[src/rtl/fpga_io_sequencer_pkg.sv]
// fpga_io_sequencer_pkg: shared ops, FSM states and IO map for the sequencer and its responder
package fpga_io_sequencer_pkg;

    typedef enum logic [1:0] {
        OP_DISP = 2'd0,
        OP_LED  = 2'd1,
        OP_POLL = 2'd2,
        OP_RSVD = 2'd3
    } op_e;

    typedef enum logic [1:0] {
        IDLE  = 2'd0,
        WRITE = 2'd1,
        READ  = 2'd2,
        RESP  = 2'd3
    } state_e;

    localparam int         SS_COUNT_DEF   = 8;
    localparam logic [7:0] SS_BASE_DEF    = 8'd0;
    localparam logic [7:0] LEFT_ADDR_DEF  = 8'd8;
    localparam logic [7:0] RIGHT_ADDR_DEF = 8'd9;
    localparam logic [7:0] PB_ADDR_DEF    = 8'd10;

endpackage

[src/rtl/fpga_io_sequencer.sv]
// fpga_io_sequencer: turns display/LED/poll commands into registered IO bus beats
module fpga_io_sequencer
    import fpga_io_sequencer_pkg::*;
#(
    parameter int         SS_COUNT   = SS_COUNT_DEF,
    parameter logic [7:0] SS_BASE    = SS_BASE_DEF,
    parameter logic [7:0] LEFT_ADDR  = LEFT_ADDR_DEF,
    parameter logic [7:0] RIGHT_ADDR = RIGHT_ADDR_DEF,
    parameter logic [7:0] PB_ADDR    = PB_ADDR_DEF
) (
    input  logic        clk,
    input  logic        nrst,
    input  logic        req_valid,
    output logic        req_ready,
    input  logic [1:0]  req_op,
    input  logic [31:0] req_data,
    output logic [7:0]  bus_addr,
    output logic [7:0]  bus_wdata,
    output logic        bus_read_en,
    input  logic [7:0]  bus_rdata,
    output logic        rsp_valid,
    output logic [7:0]  rsp_data
);

    // LED needs two beats, so the counter is never narrower than one bit
    localparam int CW = $clog2(SS_COUNT > 2 ? SS_COUNT : 2);

    state_e        state, state_d;
    op_e           op_q, op_d;
    logic [31:0]   data_q, data_d, shifted;
    logic [CW-1:0] cnt, cnt_d, last;
    logic [7:0]    addr_d, wdata_d, rsp_data_d;
    logic          read_en_d, rsp_valid_d, ready_d, accept;

    assign accept = req_valid && req_ready;

    // next state plus the bus/response values to register for the coming cycle
    always_comb begin
        op_d        = accept ? op_e'(req_op) : op_q;
        data_d      = accept ? req_data : data_q;
        last        = (op_d == OP_DISP) ? CW'(SS_COUNT - 1) : CW'(1);
        state_d     = state;
        cnt_d       = cnt;
        addr_d      = PB_ADDR;
        wdata_d     = 8'h00;
        read_en_d   = 1'b1;
        rsp_valid_d = 1'b0;
        rsp_data_d  = rsp_data;
        case (state)
            IDLE: begin
                cnt_d   = '0;
                state_d = !accept ? IDLE :
                          (op_d == OP_DISP || op_d == OP_LED) ? WRITE :
                          (op_d == OP_POLL) ? READ : IDLE;
            end
            WRITE: begin
                state_d = (cnt == last) ? IDLE : WRITE;
                cnt_d   = (cnt == last) ? '0 : cnt + CW'(1);
            end
            READ: begin
                state_d     = RESP;
                rsp_valid_d = 1'b1;
                rsp_data_d  = bus_rdata;
            end
            RESP: state_d = IDLE;
        endcase
        shifted = data_d >> {cnt_d, 2'b00};
        if (state_d == WRITE) begin
            read_en_d = 1'b0;
            addr_d    = (op_d == OP_DISP) ? SS_BASE + 8'(cnt_d) : (cnt_d[0] ? RIGHT_ADDR : LEFT_ADDR);
            wdata_d   = (op_d == OP_DISP) ? {4'b0, shifted[3:0]} : (cnt_d[0] ? data_d[15:8] : data_d[7:0]);
        end
        ready_d = (state == IDLE) && (state_d == IDLE);
    end

    // state, captured command and all registered outputs; reset aborts any command
    always_ff @(posedge clk or negedge nrst) begin
        if (!nrst) begin
            state       <= IDLE;
            op_q        <= OP_DISP;
            data_q      <= '0;
            cnt         <= '0;
            req_ready   <= 1'b1;
            bus_addr    <= PB_ADDR;
            bus_wdata   <= 8'h00;
            bus_read_en <= 1'b1;
            rsp_valid   <= 1'b0;
            rsp_data    <= 8'h00;
        end else begin
            state       <= state_d;
            op_q        <= op_d;
            data_q      <= data_d;
            cnt         <= cnt_d;
            req_ready   <= ready_d;
            bus_addr    <= addr_d;
            bus_wdata   <= wdata_d;
            bus_read_en <= read_en_d;
            rsp_valid   <= rsp_valid_d;
            rsp_data    <= rsp_data_d;
        end
    end

endmodule

[config.mk]
export PLATFORM = sky130hd
export DESIGN_NAME = fpga_io_sequencer
export DESIGN_NICKNAME = d
export VERILOG_FILES = /design/src/rtl/fpga_io_sequencer_pkg.sv /design/src/rtl/fpga_io_sequencer.sv
export SDC_FILE = /design/constraint.sdc
export NUM_CORES = 1
export LEC_CHECK = 0
export ABC_AREA = 0
export BUFFER_PORTS_ARGS = -buffer_cell sky130_fd_sc_hd__buf_4
export CAP_MARGIN = 40
export CORE_MARGIN = 2
export CORE_UTILIZATION = 53
export CTS_CLUSTER_DIAMETER = 30
export DETAILED_ROUTE_END_ITERATION = 8
export PLACE_DENSITY = 0.79
export REMOVE_ABC_BUFFERS = 1
export SLEW_MARGIN = 10
export SYNTH_ARGS = -nofsm -noshare
export SYNTH_HDL_FRONTEND = slang
export SYNTH_SLANG_ARGS = --single-unit
[constraint.sdc]
create_clock -name clk -period 2.63 [get_ports clk]
set_clock_uncertainty 0.05 [all_clocks]
set_input_delay 0.526 -clock clk [delete_from_list [all_inputs] [get_ports clk]]
set_output_delay 0.526 -clock clk [all_outputs]
set_load 0.02 [all_outputs]
After elaboration in Yosys (flattened, before gate mapping). Index checks and enable logic that the tools add are counted.

Multiplexer cells: 18. Eq/ne operators: 7. Shift operators: 1. Add/sub/neg operators: 1. Reduce and logical (&&, ||, !) cells: 6.

Operator list (number): $mux 32 (1); $shr 32x5->4 (1); $mux 8 (3); $mux 2 (4); $mux 4 (2); $pmux 2 s4 (1); $eq 2x1->1 const B (3); $eq 2x2->1 const B (3); $logic_not 2->1 (3); $mux 3 (2); $pmux 3 s2 (1); $mux 1 (4); $add 3x1->3 const B (1); $eq 3x3->1 (1); $logic_and 1x1->1 (2); $logic_or 1x1->1 (1).

Output and inout bits: 27. Logic and storage cells: 43. Register bits: 66. Input bits: 45.

Logic depth before layout (Yosys ltp).
Depth in word-level cells: 10. Gate-level depth with buffers: 9. Mapped depth without buffers: 7.

Least setup slack after synthesis. No wires, ideal clock.

Path type: input-to-reg. From: in req_valid. To: reg bus_wdata[3]. Data required time: 2463 ps. Path slack: 646 ps. Path buffers: 1. Arrival: 1816 ps. Stages: 7. Library setup time: 117 ps. Cell sequence: a211o_1 -> a2111oi_2 -> a211o_2 -> buf_6 -> mux2i_1 -> o22a_1 -> o21ai_2.

Word-level cells in the longest chain between the ends: 10. Elaborated cells between the ends (all ways): 21. Those cells by class: 4 x eq/ne; 1 x shift; 13 x mux; 3 x reduce/logical.

Ends and longest elaborated chain: from (decl) (line fpga_io_sequencer.sv:13) `input logic req_valid,`; $logic_and 1x1->1 * (line fpga_io_sequencer.sv:35) `assign accept = req_valid && req_ready;`; $mux 2 (line fpga_io_sequencer.sv:39) `op_d = accept ? op_e'(req_op) : op_q;`; $logic_not 2->1 (line fpga_io_sequencer.sv:41, fpga_io_sequencer.sv:53, fpga_io_sequencer.sv:71); $mux 3 (line fpga_io_sequencer.sv:41) `last = (op_d == OP_DISP) ? CW'(SS_COUNT - 1) : CW'(1);`; $eq 3x3->1 (line fpga_io_sequencer.sv:57, fpga_io_sequencer.sv:58); $mux 3 (line fpga_io_sequencer.sv:58) `cnt_d = (cnt == last) ? '0 : cnt + CW'(1);`; $pmux 3 s2 (line fpga_io_sequencer.sv:49) `case (state)`; $shr 32x5->4 / $mux 8 (equally long branches) (line fpga_io_sequencer.sv:67, fpga_io_sequencer.sv:71); $mux 8 (line fpga_io_sequencer.sv:71) `wdata_d = (op_d == OP_DISP) ? {4'b0, shifted[3:0]} : (cnt_d[0] ? data_d[15:8] : data_d[7:0]);`; $mux 8 * (line fpga_io_sequencer.sv:68) `if (state_d == WRITE) begin`; via wdata_d[3] (line fpga_io_sequencer.sv:32) `logic [7:0] addr_d, wdata_d, rsp_data_d;`; to (signal assigned) (line fpga_io_sequencer.sv:96) `bus_wdata <= wdata_d;`; to (decl) (line fpga_io_sequencer.sv:18) `output logic [7:0] bus_wdata,`.

Mark *: on every way through the listed nets, which the timed path passes. The rest lies on a longest branch. A chain may end at the register's enable or synchronous reset.

Final worst setup path.
From: reg state[0]. To: reg bus_wdata[1].

Word-level cells in the longest chain between the ends: 5. Elaborated cells between the ends (all ways): 11. Those cells by class: 4 x eq/ne; 1 x shift; 5 x mux; 1 x reduce/logical.

Ends and longest elaborated chain: from (decl) (line fpga_io_sequencer.sv:28) `state_e state, state_d;`; from (signal assigned) (line fpga_io_sequencer.sv:90) `state <= state_d;`; $eq 2x1->1 / $logic_not 2->1 (equally long branches) (line fpga_io_sequencer.sv:49); $pmux 3 s2 (line fpga_io_sequencer.sv:49); $shr 32x5->4 / $mux 8 (equally long branches) (line fpga_io_sequencer.sv:67, fpga_io_sequencer.sv:71); $mux 8 (line fpga_io_sequencer.sv:71); $mux 8 * (line fpga_io_sequencer.sv:68); via wdata_d[1] (line fpga_io_sequencer.sv:32).

Marks and branches as above.

==> metrics.md <==
| Metric | Value |
|---|---|
| Fraction of layout cells with a size suffix above 1 | 35.3% |
| Fin crit share | 84.9% |
| Num rows | 27 |
| Total power | 4600 uW |
| Register area share after synthesis | 51.3% |
| Setup Buffers After CTS | 0 |
| CP Launch Type | flip-flop |
| Yosys reg bits | 62 |
| Wirelength per Cell | 15.6 um |
| Peak VDD IR | 0.000659 V |
| Root buf cell | clkbuf_8 |
| Reg2reg setup slack | 0.40 ns |
| Vias per cell | 5.49 |
| DR pass1 iterations | 4 |
| Post-synth EDFFs | 0 |
| Worst reg2reg path startpoint | state[0] |
| Largest net degree at the start of global routing | 63 |
| Top area cells in the synthesized netlist | dfrtp_1, nand2_1, mux4_2 |
| Syn Inst Count | 290 |
| Sink Count | 62 |
| First-pass GRT wire length | 11500 um |
| Io pins | 72 |
| Most frequent cell after synthesis | nand2_1 |
| Port Buffers | 67 |
| Setup crit end kind | flip-flop |
| Die Y | 79.7 um |
| Area post-placement | 0.00359 mm2 |
| DR DRC count | 0 |
| Synthesized cell area | 0.00304 mm2 |
| 1st-iter DRT viols | 180 |
| RSZ-0062 raised after global routing | no |
| CTS clock-pin slew for the worst setup and hold paths | 0.07 ns |
| P_leak | 0.00190 uW |
| Unique masters post-synth | 52 |
| # resized after CTS | 0 |
| CTS H-tree lvls | 3 |
| Nets | 404 |
| Slew @ Worst Pin | 0.752 ns |
| Clock latency on the worst-skew pair | 0.33 ns |
| CTS tree | built |
| Final hold viol count | 0 |
| Relative slew slack | 49.9% |
| CP required | 2.79 ns |
| Final Cell Area | 0.00379 mm2 |
| Synth Warn # | 0 |
| PD cells | 1210 mW/mm2 |
| TNS Setup | 0 ns |
| Gr usage total | 23.9% |
| Syn_area_per_cell | 10.5 um2 |
| Period minus WS final | 2.23 ns |
| N_diodes | 0 |
| Gr ovfl total | 0 |
| Initial Util | 55.1% |
| Pins over their slew limit | 0 |
| Area share of the largest cell type after synthesis | 47.8% |
| Post-DP HPWL | 4740 um |
| Core ar. | 0.00551 mm2 |
| Yosys top cell by area | dfrtp_1 |
| Die area | 0.00635 mm2 |
| R2R Path End | bus_wdata[1] |
| GP Congestion | 0.791 |
| Final setup viols | 0 |
| Worst Hold Class | primary input to asynchronous set/reset pin |
| Critical path class | flip-flop to flip-flop |
| Status | finished, final reports clean |
| Max Cap Viol | 0 |
| Final Worst Setup Slack | 0.396 ns |
| Most frequent cells after synthesis | nand2_1, dfrtp_1, nor2_1, mux4_2, mux2_2 |
| Clk buf depth | 2 |
| Pre-CTS setup slack | 0.298 ns |
| Vias | 2387 |
| Initial antenna violation count | 0 |
| Area Growth Syn to Fin | 24.9% |
| Async SR Flop Fraction | 100% |
| Die width | 79.7 um |
| Final WL | 6770 um |
| # hold bufs at CTS | 0 |
| Worst r2r path cells | 7 |
| Max Fclk | 448 MHz |
| Post-route ant nets | 0 |
| Dominant synthesized flop cell | dfrtp_1 |
| Final Core Density | 68.8% |
| Num CTS Buffers | 9 |
| Vias in the first global route | 2397 |
| CP arrival | 2.39 ns |
| Crit path max fanout | 19 |
-- sequential cells by signal (all words and copies together), names as in the netlist, 2 cells and up --
signal / count
bus_wdata: 8
state: 2
bus_addr: 4
data_q: 32
rsp_data: 8
cnt: 3
op_q: 2
-- critical path, cell delays in order, from the launching register on --
cell     delay (ns)
dfrtp_1        0.52
nor3b_2        0.34
a21oi_4        0.05
inv_2          0.32
mux4_2         0.38
mux2i_1        0.20
o32a_1         0.17
o21ai_1        0.07
-- per-stage QoR --
step / hold WS, ns / cells
6_report: 0.216 / 435
3_5_place_dp: 0.406 / 419
3_3_place_gp: 0.402 / 419
2_1_floorplan: 0.180 / 275
5_1_grt: 0.278 / 435
4_1_cts: 0.240 / 435
-- power breakdown --
part,total [uW],leakage [uW],internal [uW],switching [uW]
clock network,839,0.000106,485,354
logic,2100,0.00102,937,1170
registers,1660,0.000769,1400,260
-- placed cells by master (no fill, tap or decap), types with 2 or more instances in the layout --
cell type  netlist  final
a21o_1           2      2
nand2_1        101    101
o21ai_1          3      3
mux4_2          12     12
nor3_1           3      3
nor2b_1          2      2
clkbuf_8         0     11
inv_1            6      6
nor2_1          13     13
mux2_2          10     10
dfstp_2          4      4
mux2i_1          8      8
conb_1           1      4
o21ai_0          4      4
buf_4            4     71
a21oi_1          9      9
clkinv_2         0      3
a211o_1          2      2
nand3_1          3      3
o32a_1           2      2
dfrtp_1         58     58
-- layout make-up --
type | count | area [um2]
well taps | 72 | 90.1
clock buffers | 12 | 155
clock inverters | 4 | 45.0
inverters | 7 | 26.3
flip-flops and latches | 62 | 1560
multi-input cells | 206 | 1360
fillers | 408 | 1720
repair buffers | 72 | 553
-- worst max path at each step --
stage | from | endpoint | slack (ns)
3_5_place_dp | req_valid | bus_wdata[1] | 0.30
6_report | state[0] | bus_wdata[1] | 0.40
3_3_place_gp | req_valid | bus_wdata[3] | 0.42
2_1_floorplan | req_ready | bus_wdata[3] | 0.10
4_1_cts | state[1] | bus_wdata[3] | 0.42
5_1_grt | state[1] | bus_wdata[3] | 0.25
-- routing by layer --
layer  wire length (um)  share of wire, %  GRT usage, %
met2               3480                51          39.7
met5                  0                 0             0
met4                130               1.9          8.97
met3                255               3.8          3.39
met1               2910                43          32.2
-- cell families (layout without fill, tap and decap cells) --
group | Yosys count | count (layout) | share of synthesized area (%)
buf+inv | 25 | 95 | 4.16
simple gates | 132 | 132 | 18.9
fa+ha+maj | 1 | 1 | 0.412
flops | 62 | 62 | 51.3
other cells | 1 | 4 | 0.124
mux | 30 | 30 | 15.3
compound gates | 39 | 39 | 9.89
Power figures use the tool's default switching activity.
